===== config.mk =====
export PLATFORM = sky130hd
export DESIGN_NAME = dll_rx_acknak
export DESIGN_NICKNAME = d
export VERILOG_FILES = /design/src/rtl/dll_pkg.sv /design/src/rtl/seq_window_cmp.sv /design/src/rtl/dll_rx_acknak.sv
export SDC_FILE = /design/constraint.sdc
export NUM_CORES = 1
export LEC_CHECK = 0
export CAP_MARGIN = 10
export CORE_MARGIN = 5
export CORE_UTILIZATION = 55
export CTS_CLUSTER_DIAMETER = 150
export DETAILED_ROUTE_END_ITERATION = 10
export PLACE_DENSITY = 0.88
export SYNTH_ARGS = -nofsm -noshare
export SYNTH_HDL_FRONTEND = slang
export SYNTH_SLANG_ARGS = --single-unit

===== constraint.sdc =====
create_clock -name clk -period 4.76 [get_ports clk]
set_input_delay 0.952 -clock clk [delete_from_list [all_inputs] [get_ports clk]]
set_output_delay 0.952 -clock clk [all_outputs]
set_load 0.02 [all_outputs]

===== src/rtl/dll_pkg.sv =====
`default_nettype none
// ============================================================================
// Module      : dll_pkg
// Description : Shared data link layer constants: sequence width, ACK/NAK
//               request codes and the receive ACK/NAK scheduler state encoding.
// Revision    : 1.0 - initial release
// ============================================================================
package dll_pkg;

    localparam int SEQ_W = 12;

    // Request codes, shared with the replay buffer on the far side
    localparam logic [1:0] ACKNAK_NONE = 2'b00;
    localparam logic [1:0] ACKNAK_ACK  = 2'b01;
    localparam logic [1:0] ACKNAK_NAK  = 2'b10;

    // Receive ACK/NAK scheduler states
    localparam int              ST_W        = 2;
    localparam logic [ST_W-1:0] ST_IDLE     = 2'd0;
    localparam logic [ST_W-1:0] ST_ACK_WAIT = 2'd1;
    localparam logic [ST_W-1:0] ST_SEND_ACK = 2'd2;
    localparam logic [ST_W-1:0] ST_SEND_NAK = 2'd3;

endpackage
`default_nettype wire


===== src/rtl/seq_window_cmp.sv =====
`default_nettype none
// ============================================================================
// Module      : seq_window_cmp
// Description : Modulo-4096 sequence window compare. The received sequence is
//               in order, a duplicate (up to 2048 behind) or ahead (1..2047).
// Revision    : 1.0 - initial release
// ============================================================================
module seq_window_cmp
    import dll_pkg::*;
(
    input  logic [SEQ_W-1:0] seq,
    input  logic [SEQ_W-1:0] next,
    output logic             in_order,
    output logic             duplicate,
    output logic             ahead
);

    // Wraparound distance; its MSB splits the window into behind/ahead halves
    logic [SEQ_W-1:0] w_dist;

    assign w_dist    = seq - next;
    assign in_order  = (w_dist == '0);
    assign duplicate = w_dist[SEQ_W-1];
    assign ahead     = (w_dist != '0) && !w_dist[SEQ_W-1];

endmodule
`default_nettype wire


===== src/rtl/dll_rx_acknak.sv =====
`default_nettype none
// ============================================================================
// Module      : dll_rx_acknak
// Description : Receive-side DLL sequence checker and ACK/NAK scheduler.
//               Forwards in-order good TLPs, drops duplicates and bad TLPs,
//               and issues ACK/NAK requests with AckNak_Seq_Num.
// Revision    : 1.0 - initial release
// ============================================================================
module dll_rx_acknak
    import dll_pkg::*;
#(
    parameter int ACK_LAT      = 16,
    parameter int ACK_COALESCE = 4
)(
    input  logic             clk,
    input  logic             reset,
    input  logic             tlp_valid,
    input  logic [SEQ_W-1:0] tlp_seq,
    input  logic             lcrc_ok,
    output logic             fwd_valid,
    output logic [1:0]       acknak,
    output logic [SEQ_W-1:0] ack_seq,
    input  logic             busy_n
);

    localparam int                 c_tmr_w    = (ACK_LAT > 2) ? $clog2(ACK_LAT) : 1;
    localparam logic [c_tmr_w-1:0] c_tmr_last = c_tmr_w'(ACK_LAT - 1);

    logic [ST_W-1:0]    r_state, w_state_nxt;
    logic [SEQ_W-1:0]   r_next_rcv_seq;
    logic               r_nak_sched;
    logic [2:0]         r_ack_pend, w_ack_pend_nxt;
    logic [c_tmr_w-1:0] r_timer, w_timer_nxt;
    logic               r_nak_hold, w_nak_hold_nxt;
    logic               r_ack_hold, w_ack_hold_nxt;
    logic               r_fwd_valid;
    logic [1:0]         r_acknak, w_acknak_nxt;
    logic [SEQ_W-1:0]   r_ack_seq, w_ack_seq_nxt;

    logic               w_in_order, w_duplicate, w_ahead;
    logic               w_good, w_dup, w_bad, w_nak_req;
    logic               w_coalesce, w_timer_hit, w_go_nak, w_go_ack;
    logic [SEQ_W-1:0]   w_seq_upd;
    logic [2:0]         w_pend_upd;

    seq_window_cmp u_cmp (
        .seq       (tlp_seq),
        .next      (r_next_rcv_seq),
        .in_order  (w_in_order),
        .duplicate (w_duplicate),
        .ahead     (w_ahead)
    );

    // TLP classification and the post-update view of the sequence/pending count
    assign w_good      = tlp_valid && lcrc_ok && w_in_order;
    assign w_dup       = tlp_valid && lcrc_ok && w_duplicate;
    assign w_bad       = tlp_valid && (!lcrc_ok || w_ahead);
    assign w_nak_req   = w_bad && !r_nak_sched;
    assign w_seq_upd   = w_good ? (r_next_rcv_seq + SEQ_W'(1)) : r_next_rcv_seq;
    assign w_pend_upd  = (w_good && (r_ack_pend != 3'd7)) ? (r_ack_pend + 3'd1) : r_ack_pend;
    assign w_coalesce  = (int'(w_pend_upd) >= ACK_COALESCE);
    assign w_timer_hit = (r_timer == c_tmr_last);

    // Next-state and request selection; NAK always outranks any ACK cause
    always_comb begin
        w_state_nxt    = r_state;
        w_timer_nxt    = r_timer;
        w_ack_pend_nxt = w_pend_upd;
        w_nak_hold_nxt = r_nak_hold;
        w_ack_hold_nxt = r_ack_hold;
        w_acknak_nxt   = r_acknak;
        w_ack_seq_nxt  = r_ack_seq;
        w_go_nak       = 1'b0;
        w_go_ack       = 1'b0;
        case (r_state)
            ST_IDLE, ST_ACK_WAIT: begin
                if (w_nak_req) begin
                    w_go_nak = 1'b1;
                end else if (w_dup || w_coalesce || ((r_state == ST_ACK_WAIT) && w_timer_hit)) begin
                    w_go_ack = 1'b1;
                end else if (r_state == ST_ACK_WAIT) begin
                    w_timer_nxt = r_timer + c_tmr_w'(1);
                end else if (w_good) begin
                    w_state_nxt = ST_ACK_WAIT;
                    w_timer_nxt = '0;
                end
            end
            default: begin
                // Requests raised while a code is on the wire wait their turn
                w_nak_hold_nxt = r_nak_hold || w_nak_req;
                w_ack_hold_nxt = r_ack_hold || w_dup;
                if (busy_n) begin
                    if (r_nak_hold || w_nak_req) begin
                        w_go_nak = 1'b1;
                    end else if (r_ack_hold || w_dup || w_coalesce) begin
                        w_go_ack = 1'b1;
                    end else begin
                        w_acknak_nxt = ACKNAK_NONE;
                        w_timer_nxt  = '0;
                        w_state_nxt  = (w_pend_upd != 3'd0) ? ST_ACK_WAIT : ST_IDLE;
                    end
                end
            end
        endcase
        if (w_go_nak) begin
            w_state_nxt    = ST_SEND_NAK;
            w_acknak_nxt   = ACKNAK_NAK;
            w_ack_seq_nxt  = w_seq_upd - SEQ_W'(1);
            w_nak_hold_nxt = 1'b0;
        end else if (w_go_ack) begin
            // The latched ack_seq covers every TLP counted so far, so the
            // pending count restarts here; later acceptances stay pending.
            w_state_nxt    = ST_SEND_ACK;
            w_acknak_nxt   = ACKNAK_ACK;
            w_ack_seq_nxt  = w_seq_upd - SEQ_W'(1);
            w_ack_pend_nxt = 3'd0;
            w_ack_hold_nxt = 1'b0;
        end
    end

    // State register
    always_ff @(posedge clk) begin
        if (reset) begin
            r_state <= ST_IDLE;
        end else begin
            r_state <= w_state_nxt;
        end
    end

    // Receive tracking, timer, held requests and registered outputs
    always_ff @(posedge clk) begin
        if (reset) begin
            r_next_rcv_seq <= '0;
            r_nak_sched    <= 1'b0;
            r_ack_pend     <= 3'd0;
            r_timer        <= '0;
            r_nak_hold     <= 1'b0;
            r_ack_hold     <= 1'b0;
            r_fwd_valid    <= 1'b0;
            r_acknak       <= ACKNAK_NONE;
            r_ack_seq      <= '1;
        end else begin
            r_next_rcv_seq <= w_seq_upd;
            if (w_good) begin
                r_nak_sched <= 1'b0;
            end else if (w_nak_req) begin
                r_nak_sched <= 1'b1;
            end
            r_ack_pend     <= w_ack_pend_nxt;
            r_timer        <= w_timer_nxt;
            r_nak_hold     <= w_nak_hold_nxt;
            r_ack_hold     <= w_ack_hold_nxt;
            r_fwd_valid    <= w_good;
            r_acknak       <= w_acknak_nxt;
            r_ack_seq      <= w_ack_seq_nxt;
        end
    end

    assign fwd_valid = r_fwd_valid;
    assign acknak    = r_acknak;
    assign ack_seq   = r_ack_seq;

endmodule
`default_nettype wire


==> impl_results.md <==
* Number of max-capacitance violations reported at 0
* Post-CTS Setup Inserts at 0
* Fin. max-slew vios at 0
* Count of final hold-check violations at 0
* Mapped Cells at 377
* Largest net degree at the start of global routing at 26
* Count of nets after finishing at 477
* Crit path max fanout at 9
* Commonest non-fill, non-tap cells in the layout: dfxtp_1, nor2_1, buf_4
* Post-synthesis cell type with the largest combined area: dfxtp_1
* Startpoint type of the worst setup path: primary input
* Kind of critical path: in -> reg
* TritonCTS clock tree: yes
* Area of the core at 5140 um^2
* # H-tree levels at 2
* Worst setup path startpoint: tlp_seq[6]
* Quantity of I/O buffers inserted on ports at 31
* Fraction of final layout cells sized beyond drive strength 1 at 14.4%
* # diodes at 0
* Finished layout cell area at 3680 um^2
* Average wire length per cell after detail routing at 16.4 um
* Clock sink total at 39
* Total of hold buffers inserted after clock tree synthesis at 0
* Total standard cell area after synthesis at 2910 um^2
* Total power at 940 uW
* Overall Global Routing Usage at 26.0%
* Detailed router's first-iteration violation count at 368
* Number of antenna violations at the first check in global routing at 0
* Static Leak at 1.44 nW
* Overall routed net length at 8.44 mm
* Post-synthesis async set-or-reset flop share at 0%
* X dimension of the die at 82.8 um
* Remaining max-slew budget at the tightest pin at 61.3%
* Net count after synthesis at 410
* Sequential fraction of the synthesis area at 26.8%
* Setup TNS at 0 ns
* Final number of setup-violating endpoints at 0
* Cell types with the largest area share after synthesis: dfxtp_1, ha_1, a21oi_1
* Fmax at 223 MHz
* Layout overhead on the synthesized area at 26.4%
* Number of buffers added by the clock tree synthesis step at 5
* Standard cell area after detailed placement at 3550 um^2
* Worst hold path type: reg -> reg
* Worst setup slack for register-to-register paths at 0.72 ns
* FP Rows at 26
* Most common library cell in the layout ignoring fill and taps: dfxtp_1
* Antenna-violating nets left at 0
* Worst slack on hold paths at 0.479 ns
* DRC Markers at 0
* Worst IR Drop VDD at 0.174 mV
* Routed vias at 3204
* Global-route wire length before repair at 13.8 mm
* Vias per cell at 6.22
* Detailed-routing iteration count for the pre-antenna-repair pass at 7
* Initial core utilization at 56.7%
* Destination of the critical timing path: r_timer[3]
* Placed wire-length estimate at 6.47 mm
* Clk slew on worst S/H paths at 0.08 ns
* Number of warnings reported in the yosys synthesis log at 0
* Clk_lat worst skew at 0.30 ns
* Number of enable-type register cells in the synthesized netlist at 0
* Time the final worst path needs with I/O delays and setup at 4.49 ns
* Kind of end point of the critical path: flop
* Endpoint of the lowest-slack register-to-register path: r_timer[3]
* Final worst clock skew at 0.00705 ns
* Number of gates resized after cts at 0
* Gp weighted congestion at 1.01
* Flops & latches, synth at 39
* R2r startpoint: r_next_rcv_seq[5]
* Logic depth of the worst register-to-register path at 13
* Number of global-route vias before repair at 3030
* Crit share post-route at 94.4%
* Number of distinct standard cells referenced by the synthesized netlist at 63
* Primary flip-flop cell chosen by synthesis mapping: dfxtp_1
* Power per Cell Area at 255 nW/um^2
* Status: completed
* Required time of the worst setup path at 4.99 ns
* Syn_area_per_cell at 7.73 um^2
* Setup slack of the critical path after layout at 0.267 ns
* Worst slack at placement at 0.0225 ns
* Area share of the largest cell type after synthesis at 26.8%
* Die outline height at 82.8 um
* Transition at the pin with the smallest max-transition slack at 0.574 ns
* Fill cell count at 423
* Die outline area at 6850 um^2
* Unrepaired setup endpoints after global routing: false
* Maximum buffer depth of the clock tree at 2
* Congestion Overflow GR at 0
* Clock tree root buffer cell: clkbuf_8
* Data arrival, critical path at 4.73 ns
* Number of placed I/O pins at 32
layer usage:
metal | up-vias | global-route usage [%] | wire length (um)
li1 | 1516 | - | -
met1 | 1472 | 33.8 | 3350
met2 | 185 | 42.6 | 3960
met3 | 31 | 4.00 | 800
met4 | 0 | 11.4 | 325
met5 | - | 0 | 0
area by class of cell:
cell class                      count  area, um^2  area share (%)
Timing Repair Buffer               68         588            16.0
Tap cell                           70        87.6            2.38
Clock buffer                        6        72.6            1.97
Inverter                           27         101            2.75
Clock inverter                      2        60.1            1.63
Multi-Input combinational cell    303        1990            54.1
Sequential cell                    39         781            21.2
kinds of logic (layout without fill, tap and decap cells):
logic type | after synthesis | count (layout) | share of synthesized area [%]
multiplexers | 10 | 10 | 3.52
buffers and inverters | 35 | 103 | 4.85
flip-flops | 39 | 39 | 26.8
XOR/XNOR | 21 | 21 | 6.31
AND/OR/NAND/NOR | 156 | 156 | 28.6
AO/OA/AOI/OAI | 100 | 100 | 23.1
adder cells (fa/ha/maj) | 16 | 16 | 6.87
how the worst min path moves through the flow:
stage           startpoint     endpoint  slack (ns)  cells past startpoint
3_5_place_dp    ack_seq[1]   ack_seq[1]        0.46                      2
2_1_floorplan  r_nak_sched  r_nak_sched        0.45                      2
6_report         acknak[0]    acknak[0]        0.48                      2
4_1_cts         ack_seq[1]   ack_seq[1]        0.49                      2
5_1_grt          acknak[0]    acknak[0]        0.50                      2
3_3_place_gp    ack_seq[0]   ack_seq[0]        0.45                      2
worst max-delay path, stage by stage:
cell	delay (ns)
clkdlybuf4s50_1	0.41
ha_1	0.38
o21ai_0	0.23
a21oi_1	0.06
nor4_1	0.33
a221oi_2	0.13
or4_4	0.56
buf_4	0.20
o31ai_4	0.27
nand3_1	0.13
or3_1	0.44
or4_1	0.49
a21oi_1	0.14
cells in the mapped netlist (3+ instances only):
cell type,n
xnor2_1,15
mux2i_1,8
nor4_1,8
dfxtp_1,39
xor2_1,6
nand4_1,5
and4_1,3
or4_1,4
o21ai_0,20
nor2_1,38
nor2b_1,6
clkbuf_1,4
nand2_1,32
nor3_1,11
o21ai_1,3
o211ai_1,6
a31oi_1,5
o31ai_1,3
inv_1,26
or3_1,7
and2_1,4
nand3_1,17
a21oi_1,31
a211oi_1,5
nand2b_1,4
ha_1,16
or2_2,4
registers in the layout, summed over array words and instances, names as in the netlist:
signal	cells
r_ack_hold	1
r_state	2
r_ack_pend	3
ack_seq	12
r_nak_hold	1
fwd_valid	1
r_next_rcv_seq	12
r_timer	4
r_nak_sched	1
acknak	2
metrics by stage:
stage / utilization (%) / std cells
4_1_cts: 71.6 / 515
3_3_place_gp: 69.1 / 507
3_5_place_dp: 69.1 / 507
2_1_floorplan: - / 377
5_1_grt: 71.6 / 515
6_report: 71.6 / 515
where the power goes:
part / leakage [nW] / internal, mW / switching, mW
clock: 0.0654 / 0.210 / 0.122
sequential: 0.317 / 0.346 / 0.0166
combinational: 1.05 / 0.111 / 0.134
total: 1.44 / 0.667 / 0.272
Power figures use the tool's default switching activity.
